$ cat config.mk
export PLATFORM = sky130hd
export DESIGN_NAME = src_hazard_tracker
export DESIGN_NICKNAME = d
export VERILOG_FILES = /design/src/rtl/src_hazard_tracker.sv
export SDC_FILE = /design/constraint.sdc
export NUM_CORES = 1
export LEC_CHECK = 0
export CORE_UTILIZATION = 35
export CTS_BUF_LIST = sky130_fd_sc_hd__clkbuf_8
export CTS_CLUSTER_SIZE = 30
export DETAILED_ROUTE_END_ITERATION = 10
export PLACE_DENSITY_LB_ADDON = 0.15
export REMOVE_ABC_BUFFERS = 1
export SETUP_SLACK_MARGIN = 0.1
export SYNTH_ARGS = -nofsm -noshare
export SYNTH_HDL_FRONTEND = slang
export SYNTH_SLANG_ARGS = --single-unit
$ cat constraint.sdc
create_clock -name clk -period 4.3 [get_ports clk]
set_input_delay 1.075 -clock clk [delete_from_list [all_inputs] [get_ports clk]]
set_output_delay 1.075 -clock clk [all_outputs]
set_load 0.01 [all_outputs]
$ cat src/rtl/src_hazard_tracker.sv
// Operand-source decode plus in-flight destination scoreboard: load-use stall and per-operand forward selects.
// Decode/stall/forward are combinational in D; scoreboard shift and stall counter update on the next clk edge; stall holds D/F.

`ifndef IROP
`define IROP 6'b000000
`endif
`ifndef IJ
`define IJ   6'b000010
`endif
`ifndef IJAL
`define IJAL 6'b000011
`endif
`ifndef IBEQ
`define IBEQ 6'b000100
`endif
`ifndef IBNE
`define IBNE 6'b000101
`endif
`ifndef ISW
`define ISW  6'b101011
`endif

module src_hazard_tracker #(
    parameter int DEPTH    = 3,
    parameter int ALU_RDY  = 0,
    parameter int LOAD_RDY = 1,
    parameter int CNT_W    = 16,
    localparam int FW      = $clog2(DEPTH + 1)
) (
    input  logic             clk,
    input  logic             rst_n,
    input  logic [5:0]       D_op,
    input  logic [4:0]       D_rs,
    input  logic [4:0]       D_rt,
    input  logic             D_valid,
    input  logic             D_wen,
    input  logic             D_isload,
    input  logic [4:0]       D_dst,
    input  logic             E_flush,
    output logic [4:0]       d_srcA,
    output logic [4:0]       d_srcB,
    output logic             stall,
    output logic [FW-1:0]    fwdA,
    output logic [FW-1:0]    fwdB,
    output logic [CNT_W-1:0] stall_cnt
);

    typedef struct packed {
        logic       v;
        logic [4:0] dst;
        logic       ld;
    } entry_t;

    typedef struct packed {
        logic          haz;
        logic [FW-1:0] fwd;
    } sel_t;

    entry_t [DEPTH-1:0] sb;
    sel_t               sel_a;
    sel_t               sel_b;

    // Scan oldest to youngest so the youngest matching producer is the one kept.
    function automatic sel_t resolve(input logic [4:0] src, input entry_t [DEPTH-1:0] tab);
        sel_t r;
        int   k;
        logic ld_hit;
        r      = '0;
        k      = -1;
        ld_hit = 1'b0;
        for (int i = DEPTH - 1; i >= 0; i--) begin
            if (tab[i].v && tab[i].dst == src) begin
                k      = i;
                ld_hit = tab[i].ld;
            end
        end
        if (src != 5'd0 && k >= 0) begin
            if (k >= (ld_hit ? LOAD_RDY : ALU_RDY))
                r.fwd = FW'(k + 1);
            else
                r.haz = 1'b1;
        end
        return r;
    endfunction

    always_comb begin
        d_srcA = 5'd0;
        d_srcB = 5'd0;
        if (D_valid) begin
            case (D_op)
                `IROP, `ISW, `IBEQ, `IBNE: begin
                    d_srcA = D_rs;
                    d_srcB = D_rt;
                end
                `IJ, `IJAL: begin
                    d_srcA = 5'd0;
                    d_srcB = 5'd0;
                end
                default: d_srcA = D_rs;
            endcase
        end
    end

    always_comb begin
        sel_a = resolve(d_srcA, sb);
        sel_b = resolve(d_srcB, sb);
        stall = (sel_a.haz | sel_b.haz) & ~E_flush;
        fwdA  = sel_a.fwd;
        fwdB  = sel_b.fwd;
    end

    // A stalled or flushed D instruction enters E as a bubble.
    always_ff @(posedge clk) begin
        if (!rst_n) begin
            sb        <= '0;
            stall_cnt <= '0;
        end else begin
            for (int i = 1; i < DEPTH; i++)
                sb[i] <= sb[i-1];
            sb[0] <= '{v:   D_valid & D_wen & (D_dst != 5'd0) & ~stall & ~E_flush,
                       dst: D_dst,
                       ld:  D_isload};
            if (stall && stall_cnt != {CNT_W{1'b1}})
                stall_cnt <= stall_cnt + 1'b1;
        end
    end

endmodule

# ---- Word level (Yosys, flattened, before mapping)
# Index checks and enable logic that the tools add are counted.
# Widths: inputs -> output; s select.
dict set report word_totals {
  wordCells 76
  register_bits 37
  in_bits 27
  output_inout_bits 31
}
dict set report op_classes {
  order_cmp 4
  n_bitwise 8
  n_eq_ne 12
  add_sub_neg 3
  reduce_logical 15
  muxes 24
}
# cell n
set ops {}
lappend ops {{$mux 32} 6}
lappend ops {{$ge 32x1->1 const B} 2}
lappend ops {{$ge 32x2->1} 2}
lappend ops {{$eq 5x5->1} 6}
lappend ops {{$mux 5} 4}
lappend ops {{$add 16x1->16 const B} 1}
lappend ops {{$ne 16x16->1 const B} 1}
lappend ops {{$reduce_bool 5->1} 3}
lappend ops {{$eq 6x2->1 const B} 2}
lappend ops {{$eq 6x3->1 const B} 2}
lappend ops {{$mux 1} 10}
lappend ops {{$logic_and 1x1->1} 9}
lappend ops {{$eq 6x6->1 const B} 1}
lappend ops {{$logic_not 6->1} 1}
lappend ops {{$mux 3} 2}
lappend ops {{$and 1x1->1} 5}
lappend ops {{$add 2x2->2 const B} 2}
lappend ops {{$mux 2} 2}
lappend ops {{$reduce_or 4->1} 1}
lappend ops {{$not 1->1} 2}
lappend ops {{$reduce_or 2->1} 1}
lappend ops {{$or 1x1->1} 1}

# ---- Longest topological paths before layout
# Gate-level depths: netlist of the first run.
dict set report logic_depth {
  depth_word 18
  mapped_depth 9
  depth_no_buf 6
}

# ---- Least setup slack after synthesis of the first run
# OpenSTA, ideal clock, no wires.
dict set report synth_timing {
  kind {in2out}
  startpoint {input D_op[5]}
  endpoint {output fwdB[1]}
  stages 6
  n_path_buf 0
  t_arrival_ns 3.039
  required_time_ns 3.225
  path_slack_ns 0.186
  cell_sequence {or2_1 > o32ai_2 > nand2_1 > a2111oi_0 > o211ai_1 > a2111oi_0}
}
dict set report synth_between {
  elab_chain_cells 13
  elab_cells_between_ends 27
  classes_between {1 x add/sub; 2 x order compare; 6 x eq/ne; 11 x mux; 7 x reduce/logical}
}
# element line
set synth_rtl {}
lappend synth_rtl {{start, declared} 32} ;# input logic [5:0] D_op,
lappend synth_rtl {{$eq 6x6->1 (tied with other cells)} 90} ;# case (D_op)
lappend synth_rtl {{$reduce_or 4->1 *} 90}
lappend synth_rtl {{$mux 5 *} 90}
lappend synth_rtl {{$mux 5 *} 89} ;# if (D_valid) begin
lappend synth_rtl {{$eq 5x5->1} 72} ;# if (tab[i].v && tab[i].dst == src) begin
lappend synth_rtl {{$logic_and 1x1->1} 72}
lappend synth_rtl {{$mux 1 (3 in a row)} 72}
lappend synth_rtl {{$mux 1} 78} ;# if (k >= (ld_hit ? LOAD_RDY : ALU_RDY))
lappend synth_rtl {{$ge 32x2->1} 78}
lappend synth_rtl {{$mux 2} 78}
lappend synth_rtl {{$mux 3 *} 77} ;# if (src != 5'd0 && k >= 0) begin
lappend synth_rtl {{end, declared} 44} ;# output logic [FW-1:0] fwdB,
# Every way passes the cells marked *; elsewhere a longest branch is shown, timed or not.

# ---- Final worst setup path of the first run
dict set report layout_timing {
  startpoint {input D_rs[0]}
  endpoint {output fwdA[1]}
}
dict set report layout_between {
  elab_chain_cells 11
  elab_cells_between_ends 22
  classes_between {1 x add/sub; 2 x order compare; 3 x eq/ne; 11 x mux; 5 x reduce/logical}
}
# element line
set layout_rtl {}
lappend layout_rtl {{start, declared} 33} ;# input logic [4:0] D_rs,
lappend layout_rtl {{$mux 5 *} 90}
lappend layout_rtl {{$mux 5 *} 89}
lappend layout_rtl {{$eq 5x5->1} 72}
lappend layout_rtl {{$logic_and 1x1->1} 72}
lappend layout_rtl {{$mux 1 (3 in a row)} 72}
lappend layout_rtl {{$mux 1} 78}
lappend layout_rtl {{$ge 32x2->1} 78}
lappend layout_rtl {{$mux 2} 78}
lappend layout_rtl {{$mux 3 *} 77}
lappend layout_rtl {{end, declared} 43} ;# output logic [FW-1:0] fwdA,
# Marks and branches as above.

==> out/results.tsv, run 1 <==
stage	metric	value	unit
outcome	status	finished clean	
layout	mostFrequentLayoutCell	buf_4	
clocking	clk_latency	0.29	ns
logic_synthesis	ys_top_cells_by_area	dfxtp_1 (30%), xnor2_1 (6.0%), and2_1 (4.6%)	
logic_synthesis	synthCells	276	
logic_synthesis	ys_warn_count	0	
worst_hold_path	hold_end	stall_cnt[11]	
routing	dr.pass1.iters	4	
critical_path	worstPathMaxFanout	5	
critical_path	r2r_start	sb[3]	
layout	layout-drive-gt1-share	27.8	%
global_route	grt_pass1_wl	11700	um
clocking	cts_tree	built	
critical_path	critPathArrivalTime	3.05	ns
worst_hold_path	holdCritPathClass	reg2reg	
critical_path	crit_family	buffers and inverters	
placed_design	place.port_buffers	57	
global_route	grt_pass1_vias	2412	
logic_synthesis	ys_seq_area_share	30.1	%
timing	max_freq	0.242	GHz
routing	drcViolationCount	0	
timing	tightest_slew	0.485	ns
timing	skew	0.00693	ns
critical_path	crit_path_start_kind	input pin	
routing	via_per_inst	5.68	
timing	setup-violations-final	0	
die	dieArea	6980	um^2
routing	vias	2584	
global_route	grt_antenna_before_repair	0	
logic_synthesis	yosysTopAreaCell	dfxtp_1	
placed_design	dp_hpwl	5150	um
clocking	clk_pin_slew	0.07	ns
die	dieWidth	83.6	um
logic_synthesis	async_flop_share	0	%
critical_path	rrSetupSlack	1.88	ns
global_route	grt_max_degree	27	
critical_path	r2r_end	stall_cnt[12]	
logic_synthesis	synth_fa_ha_area_share	0.537	%
logic_synthesis	synth_area_per_cell	8.44	um^2
layout	num_antenna_cells	0	
placed_design	dp_slack	-0.667	ns
timing	period_minus_slack	4.13	ns
logic_synthesis	synth-edff-count	0	
routing	wire_per_inst	16.2	um
timing	max_slew_margin	67.5	%
timing	fin_ws	0.173	ns
die	io-pin-count	58	
layout	nets	405	
layout	nFillCells	605	
critical_path	critPathBufInv	4	
routing	first_iter_violations	127	
global_route	grtUsageTotal	20.7	%
pwr	p_total	803	uW
critical_path	critical_path_class	in2out	
clocking	cts_num_sinks	35	
critical_path	critPathCaptureType	primary output	
critical_path	ff2ff_path_depth	8	
layout	syn_to_final_growth	53.7	%
timing	slew_viol_final	0	
logic_synthesis	muxShareOfSynthArea	0	%
worst_hold_path	whs_path_depth	2	
routing	wl	7370	um
clocking	htreeDepth	2	
logic_synthesis	yosysUniqueCellTypes	59	
die	start_util	36.5	%
die	coreArea	6390	um^2
clocking	numCtsBuffers	5	
worst_hold_path	hp-start	stall_cnt[11]	
logic_synthesis	synth_top_family_by_area	simple AND/OR/NAND/NOR gates	
layout	mostFrequentLayoutCells	buf_4 (51), clkdlybuf4s50_1 (40), dfxtp_1 (35)	
die	rows	29	
logic_synthesis	synth_area	2330	um^2
pwr	leakagePower	1.34	nW
timing	rsz0062_at_grt	no	
die	die_h	83.6	um
critical_path	cp_slowest_cell	clkdlybuf4s50_1	
global_route	grt-ovfl-total	0	
timing	period_share	96.0	%
timing	finalHoldViolations	0	
logic_synthesis	synthFlopType	dfxtp_1	
run	maxCapViolations	0	
logic_synthesis	synthXorXnorAreaFrac	8.28	%
pwr	ir_drop	0.000199	V
critical_path	slowest_delay	0.42	ns
clocking	clockBufferDepth	2	
clocking	hold_buffers	0	
clocking	clockRootBuffer	clkbuf_8	
routing	antenna_left	0	
pwr	power.density	224	nW/um^2
logic_synthesis	synth_compound_area_share	24.5	%
logic_synthesis	synth_top_area_share	30.1	%
critical_path	crit_chain	clkdlybuf4s50_1, buf_4, and4bb_2, a31oi_1, o32ai_2, nand4_1, buf_4, a2111oi_4, buf_2	
critical_path	required	3.22	ns
placed_design	gp_congestion	0.919	
logic_synthesis	synth_seq_cells	35	
critical_path	cp_common_cell	buf_4	
logic_synthesis	synth-simple-area-share	31.4	%
-- cells by family (layout without fill, tap and decap cells) --
family                   Yosys count  count (layout)
AND/OR/NAND/NOR                  112             112
AO/OA/AOI/OAI                     79              79
buffers and inverters             27             129
flip-flops                        35              35
adder cells (fa/ha/maj)            1               1
XOR/XNOR                          22              22
-- what timing repair did --
| item | 4_1_cts | 5_1_grt |
|---|---|---|
| endpoints found under the setup margin | 8 | 5 |
| buffers inserted | 6 | 1 |
| pin swaps | 17 | 15 |
| resized for setup | 56 | 27 |
| cloned | 0 | 0 |
-- synthesized netlist by cell type (2+ instances only) --
cell / instances
a2111oi_0: 3
a211oi_1: 2
a21oi_1: 20
a311o_1: 2
a31oi_1: 9
and2_1: 17
and3_1: 12
buf_6: 2
clkbuf_1: 12
dfxtp_1: 35
inv_1: 10
nand2_1: 9
nand2b_1: 2
nand3_1: 12
nand4_1: 6
nand4b_1: 3
nor2_1: 10
nor2b_1: 2
nor3_1: 5
nor4_1: 2
nor4bb_1: 6
o211ai_1: 2
o21ai_0: 9
o31ai_1: 11
o32a_1: 3
o32ai_1: 5
or3_1: 2
or4_1: 12
xnor2_1: 16
xor2_1: 6
-- routing by layer --
layer | global-route usage, % | part of all wire (%) | wire length [um]
met2 | 32.9 | 46 | 3390
met5 | 0 | 0 | 0
met1 | 27.8 | 47 | 3480
met4 | 8.01 | 2.0 | 150
met3 | 3.46 | 4.8 | 350
-- state kept, by name, summed over array words and instances, names as in the netlist --
name and count:
sb 19, stall_cnt 16
-- where the power goes --
part	total [mW]	switching (mW)	internal [mW]
registers	0.343	0.0128	0.331
clock network	0.298	0.125	0.173
logic	0.162	0.0738	0.0881
-- per-stage QoR --
step	TNS (ns)	utilization [%]	hold slack [ns]	cells	area (um^2)
3_3_place_gp	-2.44	51.1	0.481	440	3260
4_1_cts	0	55.0	0.501	454	3510
2_1_floorplan	0	-	0.457	260	2250
5_1_grt	0	56.0	0.528	455	3580
6_report	0	56.0	0.495	455	3580
3_5_place_dp	-2.51	51.1	0.486	440	3260
-- worst max path at each step --
stage                  from  endpoint  slack, ns  depth (start not counted)
finish              D_rs[0]   fwdA[1]       0.17                          9
global route        D_rs[0]   fwdA[0]       0.10                          8
CTS                 D_op[2]   fwdA[0]       0.08                          9
detailed placement  D_op[5]   fwdA[0]      -0.67                          9
global placement    D_op[3]   fwdA[1]      -0.67                          8
floorplan           D_op[5]   fwdA[1]       0.02                          6
-- final cells by class --
cell class / instances / area, um^2 / area share [%]
clock buffers: 5 / 68.8 / 1.92
clock inverters: 3 / 43.8 / 1.22
flip-flops and latches: 35 / 701 / 19.6
multi-input cells: 214 / 1680 / 47.1
well taps: 77 / 96.3 / 2.69
inverters: 11 / 41.3 / 1.15
repair buffers: 110 / 943 / 26.4
-- worst register-to-register path, delay by kind of cell (launching register included) --
family / cells / cell delay [ns]
xor gates and xnor gates: 1 / 0.16
buffers and inverters: 2 / 0.40
and+or+nand+nor: 2 / 0.65
AOI/OAI and AO/OA: 3 / 0.62
DFF: 1 / 0.51
Note: power is estimated with default switching activity, not from simulation.
==> inputs of run 2 (changes only) <==
--- a/config.mk
+++ b/config.mk
@@ -5,6 +5,7 @@
 export SDC_FILE = /design/constraint.sdc
 export NUM_CORES = 1
 export LEC_CHECK = 0
+export CORE_ASPECT_RATIO = 0.9
 export CORE_UTILIZATION = 35
 export CTS_BUF_LIST = sky130_fd_sc_hd__clkbuf_8
 export CTS_CLUSTER_SIZE = 30
==> out/results.tsv, run 2 (synthesis results as in run 1) <==
stage	metric	value	unit
global_route	grt_antenna_before_repair	0	
routing	vias	2585	
critical_path	crit_chain	clkbuf_2, buf_6, or2_4, o32ai_4, buf_6, and3_4, xnor2_2, nand4_1, a2111oi_4, buf_2	
layout	largest_register	sb	
layout	num_antenna_cells	0	
clocking	numCtsBuffers	5	
clocking	hold_buffers	0	
placed_design	dp_hpwl	5130	um
die	dieWidth	88.0	um
routing	dr.pass1.iters	4	
layout	largest_registers	sb: 19 flops, stall_cnt: 16 flops	
die	io-pin-count	58	
placed_design	dpl_cell_area	3330	um^2
routing	wl	7550	um
placed_design	place.port_buffers	57	
critical_path	critPathArrivalTime	3.04	ns
clocking	clk_pin_slew	0.08	ns
global_route	grt_pass1_wl	11900	um
global_route	grt_max_degree	27	
layout	syn_to_final_growth	63.6	%
layout	fin_area	3810	um^2
layout	mostFrequentLayoutCell	buf_4	
critical_path	critPathCaptureType	primary output	
die	start_util	37.1	%
layout	mostFrequentLayoutCells	buf_4 (49), clkdlybuf4s50_1 (38), dfxtp_1 (35)	
outcome	status	finished clean	
pwr	leakagePower	1.45	nW
timing	rsz0062_at_grt	yes	
routing	via_per_inst	5.45	
critical_path	cp_common_cell	buf_6	
routing	first_iter_violations	165	
timing	max_freq	0.243	GHz
timing	skew	0.0115	ns
critical_path	slowest_delay	0.39	ns
clocking	clk_latency	0.30	ns
run	maxCapViolations	0	
timing	setup-violations-final	0	
timing	fin_ws	0.181	ns
global_route	grt_pass1_vias	2428	
routing	wire_per_inst	15.9	um
clocking	cts_tree	built	
die	coreArea	6280	um^2
layout	layout-drive-gt1-share	32.0	%
timing	tightest_slew	0.479	ns
die	die_h	79.4	um
critical_path	required	3.22	ns
routing	drcViolationCount	0	
timing	period_share	95.8	%
timing	finalHoldViolations	0	
critical_path	worstPathMaxFanout	3	
clocking	cts_num_sinks	35	
clocking	htreeDepth	2	
critical_path	critPathBufInv	4	
critical_path	cp_slowest_cell	a2111oi_4	
placed_design	dp_slack	-0.692	ns
global_route	grtUsageTotal	22.1	%
timing	slew_viol_final	0	
layout	largest_reg_flops	19	
die	rows	27	
timing	period_minus_slack	4.12	ns
critical_path	crit_family	simple AND/OR/NAND/NOR gates	
worst_hold_path	holdCritPathClass	reg2reg	
placed_design	gp_congestion	0.870	
clocking	clockBufferDepth	2	
layout	nets	414	
critical_path	critical_path_class	in2out	
timing	hold_ws	0.497	ns
critical_path	crit_path_start_kind	input pin	
global_route	grt-ovfl-total	0	
clocking	clockRootBuffer	clkbuf_8	
routing	antenna_left	0	
die	dieArea	6980	um^2
timing	max_slew_margin	67.9	%
pwr	power.density	217	nW/um^2
pwr	ir_drop	0.000155	V
-- run 2: cell count changes in the layout (fill, tap and decap cells not counted), sizes merged --
cell and change:
clkbuf +1, buf +8, dlymetal6s2s +3, dlygate4sd2 -1, clkdlybuf4s50 -2
-- run 2: layout make-up --
cell class | count | area, um^2
fillers | 549 | 2470
flip-flops and latches | 35 | 701
clock inverters | 3 | 43.8
repair buffers | 119 | 1070
well taps | 87 | 109
inverters | 11 | 41.3
multi-input cells | 214 | 1770
clock buffers | 5 | 68.8
-- run 2: per-stage QoR --
stage	TNS, ns	instances	total power, mW	utilization [%]
after CTS	0	470	0.813	57.9
after floorplan	0	260	0.405	-
after detailed placement	-2.78	457	0.498	52.9
after global placement	-2.74	457	0.497	52.9
after global routing	0	474	0.857	60.6
final	0	474	0.825	60.6
-- run 2: final timing paths --
check,slack [ns],endpoint,depth (start not counted),from
setup / recovery,0.18,fwdB[1],10,D_op[5]
hold / removal,0.50,stall_cnt[4],2,stall_cnt[4]
setup reg to reg,1.84,stall_cnt[13],8,sb[3]
hold reg to reg,0.50,stall_cnt[4],2,stall_cnt[4]
-- run 2: what timing repair did --
action,CTS,global route
gates cloned,0,0
setup endpoints to repair,7,5
resized for setup,65,44
setup buffers,5,4
pin swaps,19,25
-- run 2: power by group --
part	leakage (nW)	total, mW	internal, mW	switching [mW]
combinational	1.11	0.175	0.0983	0.0769
sequential	0.285	0.345	0.331	0.0143
clock	0.0581	0.305	0.173	0.132
total	1.45	0.825	0.602	0.224
-- run 2: routing by layer --
layer | wire length (um) | global-route usage, % | part of all wire, % | vias up
met1 | 3710 | 31.9 | 49 | 1205
met5 | 0 | 0 | 0 | -
met2 | 3290 | 33.5 | 44 | 89
li1 | - | - | - | 1281
met4 | 92 | 6.23 | 1.2 | 0
met3 | 451 | 3.52 | 6.0 | 10
-- run 2: worst min-delay path: stages, from the launching register on --
cell	delay, ns
dfxtp_1	0.34
o31ai_1	0.07
a21oi_1	0.05
==> inputs of run 3 (changes only) <==
--- a/config.mk
+++ b/config.mk
@@ -6,11 +6,13 @@
 export NUM_CORES = 1
 export LEC_CHECK = 0
 export CORE_ASPECT_RATIO = 0.9
+export CORE_MARGIN = 5
 export CORE_UTILIZATION = 35
 export CTS_BUF_LIST = sky130_fd_sc_hd__clkbuf_8
 export CTS_CLUSTER_SIZE = 30
 export DETAILED_ROUTE_END_ITERATION = 10
 export PLACE_DENSITY_LB_ADDON = 0.15
+export RECOVER_POWER = 50
 export REMOVE_ABC_BUFFERS = 1
 export SETUP_SLACK_MARGIN = 0.1
 export SYNTH_ARGS = -nofsm -noshare
==> out/results.tsv, run 3 (synthesis results as in run 1) <==
stage	metric	value	unit
routing	wire_per_inst	15.9	um
timing	setup-violations-final	0	
layout	mostFrequentLayoutCells	buf_4 (50), dfxtp_1 (35), clkdlybuf4s50_1 (25)	
routing	via_per_inst	5.40	
die	dieWidth	96.0	um
outcome	status	finished clean	
global_route	grt_pass1_wl	12200	um
clocking	hold_buffers	0	
routing	met2_length	3360	um
placed_design	dp_hpwl	5380	um
die	io-pin-count	58	
clocking	numCtsBuffers	5	
pwr	leakagePower	1.43	nW
layout	layout-drive-gt1-share	29.8	%
clocking	clk_pin_slew	0.08	ns
routing	routed-wl-met3	405	um
layout	nets	409	
placed_design	place.port_buffers	57	
timing	period_share	98.5	%
run	maxCapViolations	0	
clocking	htreeDepth	2	
routing	antenna_left	0	
timing	skew	0.00602	ns
layout	final_core_util	57.2	%
timing	period_minus_slack	4.23	ns
timing	slew_viol_final	0	
timing	finalSetupTns	0	ns
layout	mostFrequentLayoutCell	buf_4	
routing	routed.top_layer	met4	
global_route	grt_max_degree	27	
timing	hold_ws	0.491	ns
die	coreArea	6520	um^2
routing	vias	2548	
clocking	clk_latency	0.29	ns
worst_hold_path	holdCritPathClass	reg2reg	
clocking	clockBufferDepth	2	
die	die_h	87.4	um
die	dieArea	8390	um^2
critical_path	worstPathMaxFanout	5	
critical_path	critical_path_class	in2out	
layout	stdcell_count	472	
layout	largest_registers	sb: 19 flops, stall_cnt: 16 flops	
placed_design	dp_slack	-0.886	ns
pwr	p_total	833	uW
placed_design	dpl.cell_count	460	
layout	syn_to_final_growth	60.0	%
layout	fin_area	3730	um^2
clocking	cts_tree	built	
clocking	cts_num_sinks	35	
routing	first_iter_violations	149	
timing	max_freq	0.236	GHz
global_route	grt-ovfl-total	0	
critical_path	required	3.22	ns
global_route	grt_antenna_before_repair	0	
critical_path	critPathCaptureType	primary output	
timing	tightest_slew	0.796	ns
timing	finalHoldViolations	0	
global_route	grtUsageTotal	18.5	%
clocking	clockRootBuffer	clkbuf_8	
layout	largest_register	sb	
placed_design	dpl_cell_area	3330	um^2
die	rows	28	
layout	num_antenna_cells	0	
critical_path	crit_path_start_kind	input pin	
pwr	ir_drop	0.000167	V
global_route	grt_pass1_vias	2457	
critical_path	critPathArrivalTime	3.16	ns
layout	largest_reg_flops	19	
timing	rsz0062_at_grt	yes	
routing	drcViolationCount	0	
die	start_util	35.7	%
routing	dr.pass1.iters	4	
pwr	power.density	223	nW/um^2
routing	wl	7510	um
timing	max_slew_margin	46.9	%
timing	fin_ws	0.0658	ns
routing	met1_length	3660	um
placed_design	gp_congestion	0.850	
==> run 3: cell types whose count changed in the layout (fill, tap and decap cells not counted), sizes merged <==
cell | before | now
clkinv | 3 | 1
buf | 67 | 61
dlygate4sd2 | 4 | 2
clkdlybuf4s15 | 1 | 2
inv | 10 | 11
dlygate4sd3 | 0 | 16
clkbuf | 8 | 9
dlymetal6s2s | 6 | 5
clkdlybuf4s50 | 38 | 25
==> run 3: final timing paths <==
kind / from / endpoint / slack, ns / cells after the start
setup / recovery: D_rs[2] / fwdA[1] / 0.07 / 10
hold / removal: stall_cnt[4] / stall_cnt[4] / 0.49 / 2
setup reg to reg: sb[1] / stall_cnt[8] / 1.88 / 8
hold reg to reg: stall_cnt[4] / stall_cnt[4] / 0.49 / 2
==> run 3: cell type report <==
cell class              instances  area (um^2)
repair buffers                114          998
clock buffers                   6         82.6
clock inverters                 2         38.8
inverters                      11         41.3
fillers                       616         2790
well taps                      90          113
flip-flops and latches         35          701
multi-input cells             214         1750
==> run 3: routing by layer <==
layer	vias to the layer above	GRT usage (%)
met5	-	0
met4	0	4.65
met3	7	3.54
met2	68	29.2
met1	1199	26.0
li1	1274	-
==> run 3: report_power, final <==
part | internal (mW) | switching [mW]
combinational | 0.0925 | 0.0753
clock | 0.191 | 0.130
sequential | 0.331 | 0.0136
==> run 3: critical path, cell delays in order <==
cell             delay (ns)
clkdlybuf4s50_1        0.47
buf_4                  0.14
nor4bb_4               0.29
a31oi_1                0.06
o32a_1                 0.20
nor2_2                 0.14
nand3_2                0.12
a2111oi_4              0.39
buf_4                  0.17
buf_6                  0.09
==> run 3: what timing repair did <==
item / 4_1_cts / 5_1_grt
pin swaps: 15 / 11
resized for setup: 68 / 24
buffers inserted: 4 / 0
endpoints found under the setup margin: 6 / 5
==> edit 1, RTL diff (settings of run 1) <==
The parameter `DEPTH` goes from 3 to 2.
--- a/src/rtl/src_hazard_tracker.sv
+++ b/src/rtl/src_hazard_tracker.sv
@@ -22,5 +22,5 @@
 
 module src_hazard_tracker #(
-    parameter int DEPTH    = 3,
+    parameter int DEPTH    = 2,
     parameter int ALU_RDY  = 0,
     parameter int LOAD_RDY = 1,
Behaviour: not the same (Yosys sat finds a counterexample within 4 cycles, from zero or initial values and one cycle with rst_n low).
==> edit 1 against run 1 <==
  * Count of clock-buffer cells in the layout increased by 1
  * Setup slack got worse by 0.013 ns
  * Routed wire length decreased by 39%
  * Clock power decreased by 2%
  * Cell area decreased by 25%
  * Sequential cell count decreased by 6
  * Largest cell class unchanged
  * Synthesized area decreased by 26%
  * Total power decreased by 16%
==> edit 1: results (changes against run 1) <==
The arrival time of the worst setup path was 3.06 ns (about the same). The tools report the post-placement worst setup slack as -0.258 ns (+0.408 ns). The run gives 0.861 (-6.3%) as the routability congestion estimate from global placement. The portion of the post-synthesis area used by sequential elements was 0.337 (+0.0363); the largest fanout on the critical path was 2 (-3).

The run gives 1.77 ns (-0.11 ns) as the worst reg-to-reg setup slack. The number of placed cells counting well taps is 360 (-18%). The logs give 3480 µm (-33%) for the placed wire-length estimate after detailed placement and 0.490 ns (-0.00561 ns) for the minimum hold slack. The cell count of the worst reg-to-reg path is 7 (-1), and the compound-cell area share of the yosys netlist is 0.200 (-0.0452). In this run the worst setup path terminates at stall. The flow ran to the end, and the final reports show no timing, DRC or antenna violations.

In the final layout, the registers with the most flip-flops are stall_cnt (16), sb (13). The fraction of the mapped netlist area in adder cells came out at 0.00727 (+0.00189). For the first-pass iteration count of the detailed router, the log shows 5 (+1). The maximum resistive drop on vdd is 0.180 mV (-9.6%), and the share of layout cells above drive strength 1 is 0.162 (-0.116).

The first-pass GRT wire length is 7290 µm (-38%). For the cell count after synthesis, the log shows 216 (-22%). In the post-synthesis netlist, the biggest area contributors are sky130_fd_sc_hd__dfxtp_1 (34%), sky130_fd_sc_hd__and2_1 (8.4%), sky130_fd_sc_hd__a21oi_1 (6.1%).

The tools report the via count of the first global-routing pass as 1538 (-36%). For the post-layout instance count excluding filler cells, the log shows 370 (-19%). Final wirelength: 4530 µm (-39%). The multiplexer share of the synthesized area came out at 0.00581 (+0.00581).

The total via count in the routed design came out at 1850 (-28%). For the placement-stage cell area, the log shows 2550 µm² (-22%).
edit 1: cell types whose count changed in the layout (fill, tap and decap cells not counted), sizes merged, moves of 9 or more:
cell	run 1	this run
nand2	9	18
buf	59	30
or3	3	13
and3	12	2
or4	12	2
edit 1: final cells by class:
| class | count | area, µm² |
|---|---|---|
| inverters | 3 | 11.3 |
| multi-input cells | 176 | 1100 |
| fillers | 447 | 2030 |
| well taps | 67 | 83.8 |
| clock buffers | 6 | 82.6 |
| repair buffers | 87 | 792 |
| clock inverters | 2 | 37.5 |
| flip-flops and latches | 29 | 581 |
edit 1: per-layer routing:
layer  wire length (µm)  vias to the layer above  track usage
li1                   -                      955            -
met3                274                        5       0.0458
met1               2320                      836        0.271
met5                  0                        -            0
met4                 26                        0       0.0327
met2               1910                       54        0.248
edit 1: timing repair:
action | in CTS | in global routing
pin swaps | 1 | 6
gates resized for setup | 9 | 12
setup buffers | 0 | 2
gates cloned | 0 | 0
setup endpoints to repair | 5 | 8
==> edit 2, RTL diff (settings of run 1) <==
Without the edit above. Register the output `stall_cnt` once more, with the module's reset; this adds one clock of latency there. The other outputs are not delayed to match.
--- a/src/rtl/src_hazard_tracker.sv
+++ b/src/rtl/src_hazard_tracker.sv
@@ -57,4 +57,6 @@
     } sel_t;
 
+    logic [CNT_W-1:0] stall_cnt_s0;
+
     entry_t [DEPTH-1:0] sb;
     sel_t               sel_a;
@@ -114,5 +116,5 @@
         if (!rst_n) begin
             sb        <= '0;
-            stall_cnt <= '0;
+            stall_cnt_s0 <= '0;
         end else begin
             for (int i = 1; i < DEPTH; i++)
@@ -121,6 +123,14 @@
                        dst: D_dst,
                        ld:  D_isload};
-            if (stall && stall_cnt != {CNT_W{1'b1}})
-                stall_cnt <= stall_cnt + 1'b1;
+            if (stall && stall_cnt_s0 != {CNT_W{1'b1}})
+                stall_cnt_s0 <= stall_cnt_s0 + 1'b1;
+        end
+    end
+
+    always_ff @(posedge clk) begin
+        if (!rst_n) begin
+            stall_cnt <= '0;
+        end else begin
+            stall_cnt <= stall_cnt_s0;
         end
     end
Behaviour: not the same (a bounded check fails within 4 cycles, from zero or initial values and one cycle with rst_n low).
==> edit 2 against run 1 <==
  * Total power increased by 15%
  * Sequential cell count increased by 16
  * Non-clock buffer count decreased by 12
  * Synthesized area increased by 18%
  * Die area increased by 17%
  * Setup slack got worse by 0.0030 ns
  * First-iteration DRC count decreased by 61%
  * Routed wire length decreased by 7.0%
  * Cell area increased by 8.1%
  * Sequential share of layout area increased by 6.8 points
  * Largest cell class unchanged
==> edit 2: results (changes against run 1) <==
Number of design-rule violations left by the first detailed-router iteration: 50 (-61%). The endpoint identified for the worst register-to-register timing path is stall_cnt_s0[4]. The logs give 712 (+18%) for the number of filler cells placed in the layout and 0.171 (-0.0351) for the aggregate global-route resource usage. The run gives 3.06 ns (about the same) as the arrival time of the worst setup path.

Count of nets after finishing: 421 (+4.0%). After clock tree synthesis, the clock-pin slew on the worst setup and hold paths is 0.08 ns. The first-pass GRT wire length was 11300 µm (-3.5%).

The start of the worst register-to-register path is sb[5]. The worst clock skew on the final layout is 0.00315 ns (-0.00378 ns), and the relative slew slack is 0.298 (-0.377). The multiplexer share of the synthesized area came out at 0.0538 (+0.0538). For the number of library cell types mapped by synthesis, the log shows 67 (+14%). After synthesis, the cell types taking the most area are sky130_fd_sc_hd__dfxtp_1 (37%), sky130_fd_sc_hd__and2_1 (9.3%), sky130_fd_sc_hd__xnor2_1 (4.5%). The via count of the first global-routing pass was 2411 (-0.041%). The leakage power total is 1.60 nW (+19%). The detail-routed net length per standard cell is 13.9 µm (-14%), and the pin count of the biggest net entering global routing is 42 (+56%). The met1 global-route usage is 0.201 (-0.0775). The largest fanout on the critical path works out to 3 (-2).

The total via count in the routed design was 2463 (-4.7%). The compound-cell area share of the yosys netlist is 0.136 (-0.109). The tools report the portion of the post-synthesis area used by sequential elements as 0.372 (+0.0712). The run gives 0.484 ns (-0.0119 ns) as the minimum hold slack. The flow ran to the end, and the final reports show no timing, DRC or antenna violations.

The run gives 0.312 (-0.0170) as the fraction of met2 tracks used by global routing. The largest registers in the layout are sb (19), stall_cnt (16), stall_cnt_s0 (16). The fraction of the mapped netlist area in adder cells was 0.00456 (-0.000813).

The tools report the switching power total as 0.000219 W (+3.6%). Startpoint of the tightest hold check path: stall_cnt_s0[11]. Worst reg-to-reg setup slack: 1.99 ns (+0.11 ns). Routability congestion estimate from global placement: 0.807 (-12%).

The path with the worst hold slack has its endpoint at stall_cnt[11]. The tools report the maximum resistive drop on vdd as 0.170 mV (-15%). For the placed wire-length estimate after detailed placement, the log shows 5350 µm (+3.8%). The fraction of synthesized cell area in xor and xnor cells works out to 0.0702 (-0.0125).

Global-route met3 utilization: 0.0286 (-0.00600). The share of layout cells above drive strength 1 was 0.208 (-0.0697). The run gives -0.353 ns (+0.313 ns) as the post-placement worst setup slack.
[edit 2: cell type report]
class,count,area share
clock buffers,7,0.0249
clock inverters,1,0.000970
inverters,8,0.00776
multi-input cells,229,0.442
flip-flops and latches,51,0.264
well taps,99,0.0320
repair buffers,98,0.228
[edit 2: cell families (layout without fill, tap and decap cells)]
family          count (synthesis)  in the layout
compound gates                 45             45
xor+xnor                       22             22
fa+ha+maj                       1              1
buf+inv                        20            114
flops                          51             51
mux                            13             13
simple gates                  148            148
[edit 2: power groups by stage]
stage	Combinational (W)	Sequential, W	Clock, W
floorplan	0.0000605	0.000496	0
global placement	0.000136	0.000501	0
detailed placement	0.000136	0.000501	0
CTS	0.000139	0.000490	0.000305
global route	0.000156	0.000491	0.000322
finish	0.000143	0.000490	0.000290
[edit 2: metrics by stage]
stage / cell area [µm²] / std cells / setup TNS, ns / utilization
after floorplan: 2690 / 288 / 0 / -
after global placement: 3670 / 482 / -1.33 / 0.495
after detailed placement: 3670 / 482 / -1.49 / 0.495
after CTS: 3790 / 492 / 0 / 0.511
after global routing: 3870 / 493 / 0 / 0.522
final: 3870 / 493 / 0 / 0.522
[edit 2: worst max-delay path, stage by stage]
cell and delay, ns:
sky130_fd_sc_hd__clkdlybuf4s50_1 0.44, sky130_fd_sc_hd__or2b_1 0.28, sky130_fd_sc_hd__mux2_4 0.36, sky130_fd_sc_hd__buf_12 0.14, sky130_fd_sc_hd__nor2_8 0.09, sky130_fd_sc_hd__a32o_1 0.17
sky130_fd_sc_hd__o2111ai_2 0.14, sky130_fd_sc_hd__a21oi_1 0.17, sky130_fd_sc_hd__nor2_1 0.05, sky130_fd_sc_hd__buf_2 0.15
[edit 2: worst max path at each step]
stage	cells after the start	end	slack, ns
finish	10	fwdB[0]	0.17
floorplan	6	fwdA[0]	0.51
CTS	12	fwdA[1]	0.11
global route	13	fwdA[0]	0.07
detailed placement	10	fwdB[0]	-0.35
global placement	10	fwdB[0]	-0.31
[edit 2: routing by layer]
layer,up-vias,wire length [µm]
li1,1243,-
met1,1165,2980
met2,46,3460
met3,9,276
met4,0,134
met5,-,0
[edit 2: what timing repair did]
action / in CTS / in global routing
endpoints found under the hold margin: 0 / 0
setup buffers: 2 / 1
resized for setup: 20 / 16
pin swaps: 5 / 7
setup endpoints to repair: 6 / 6
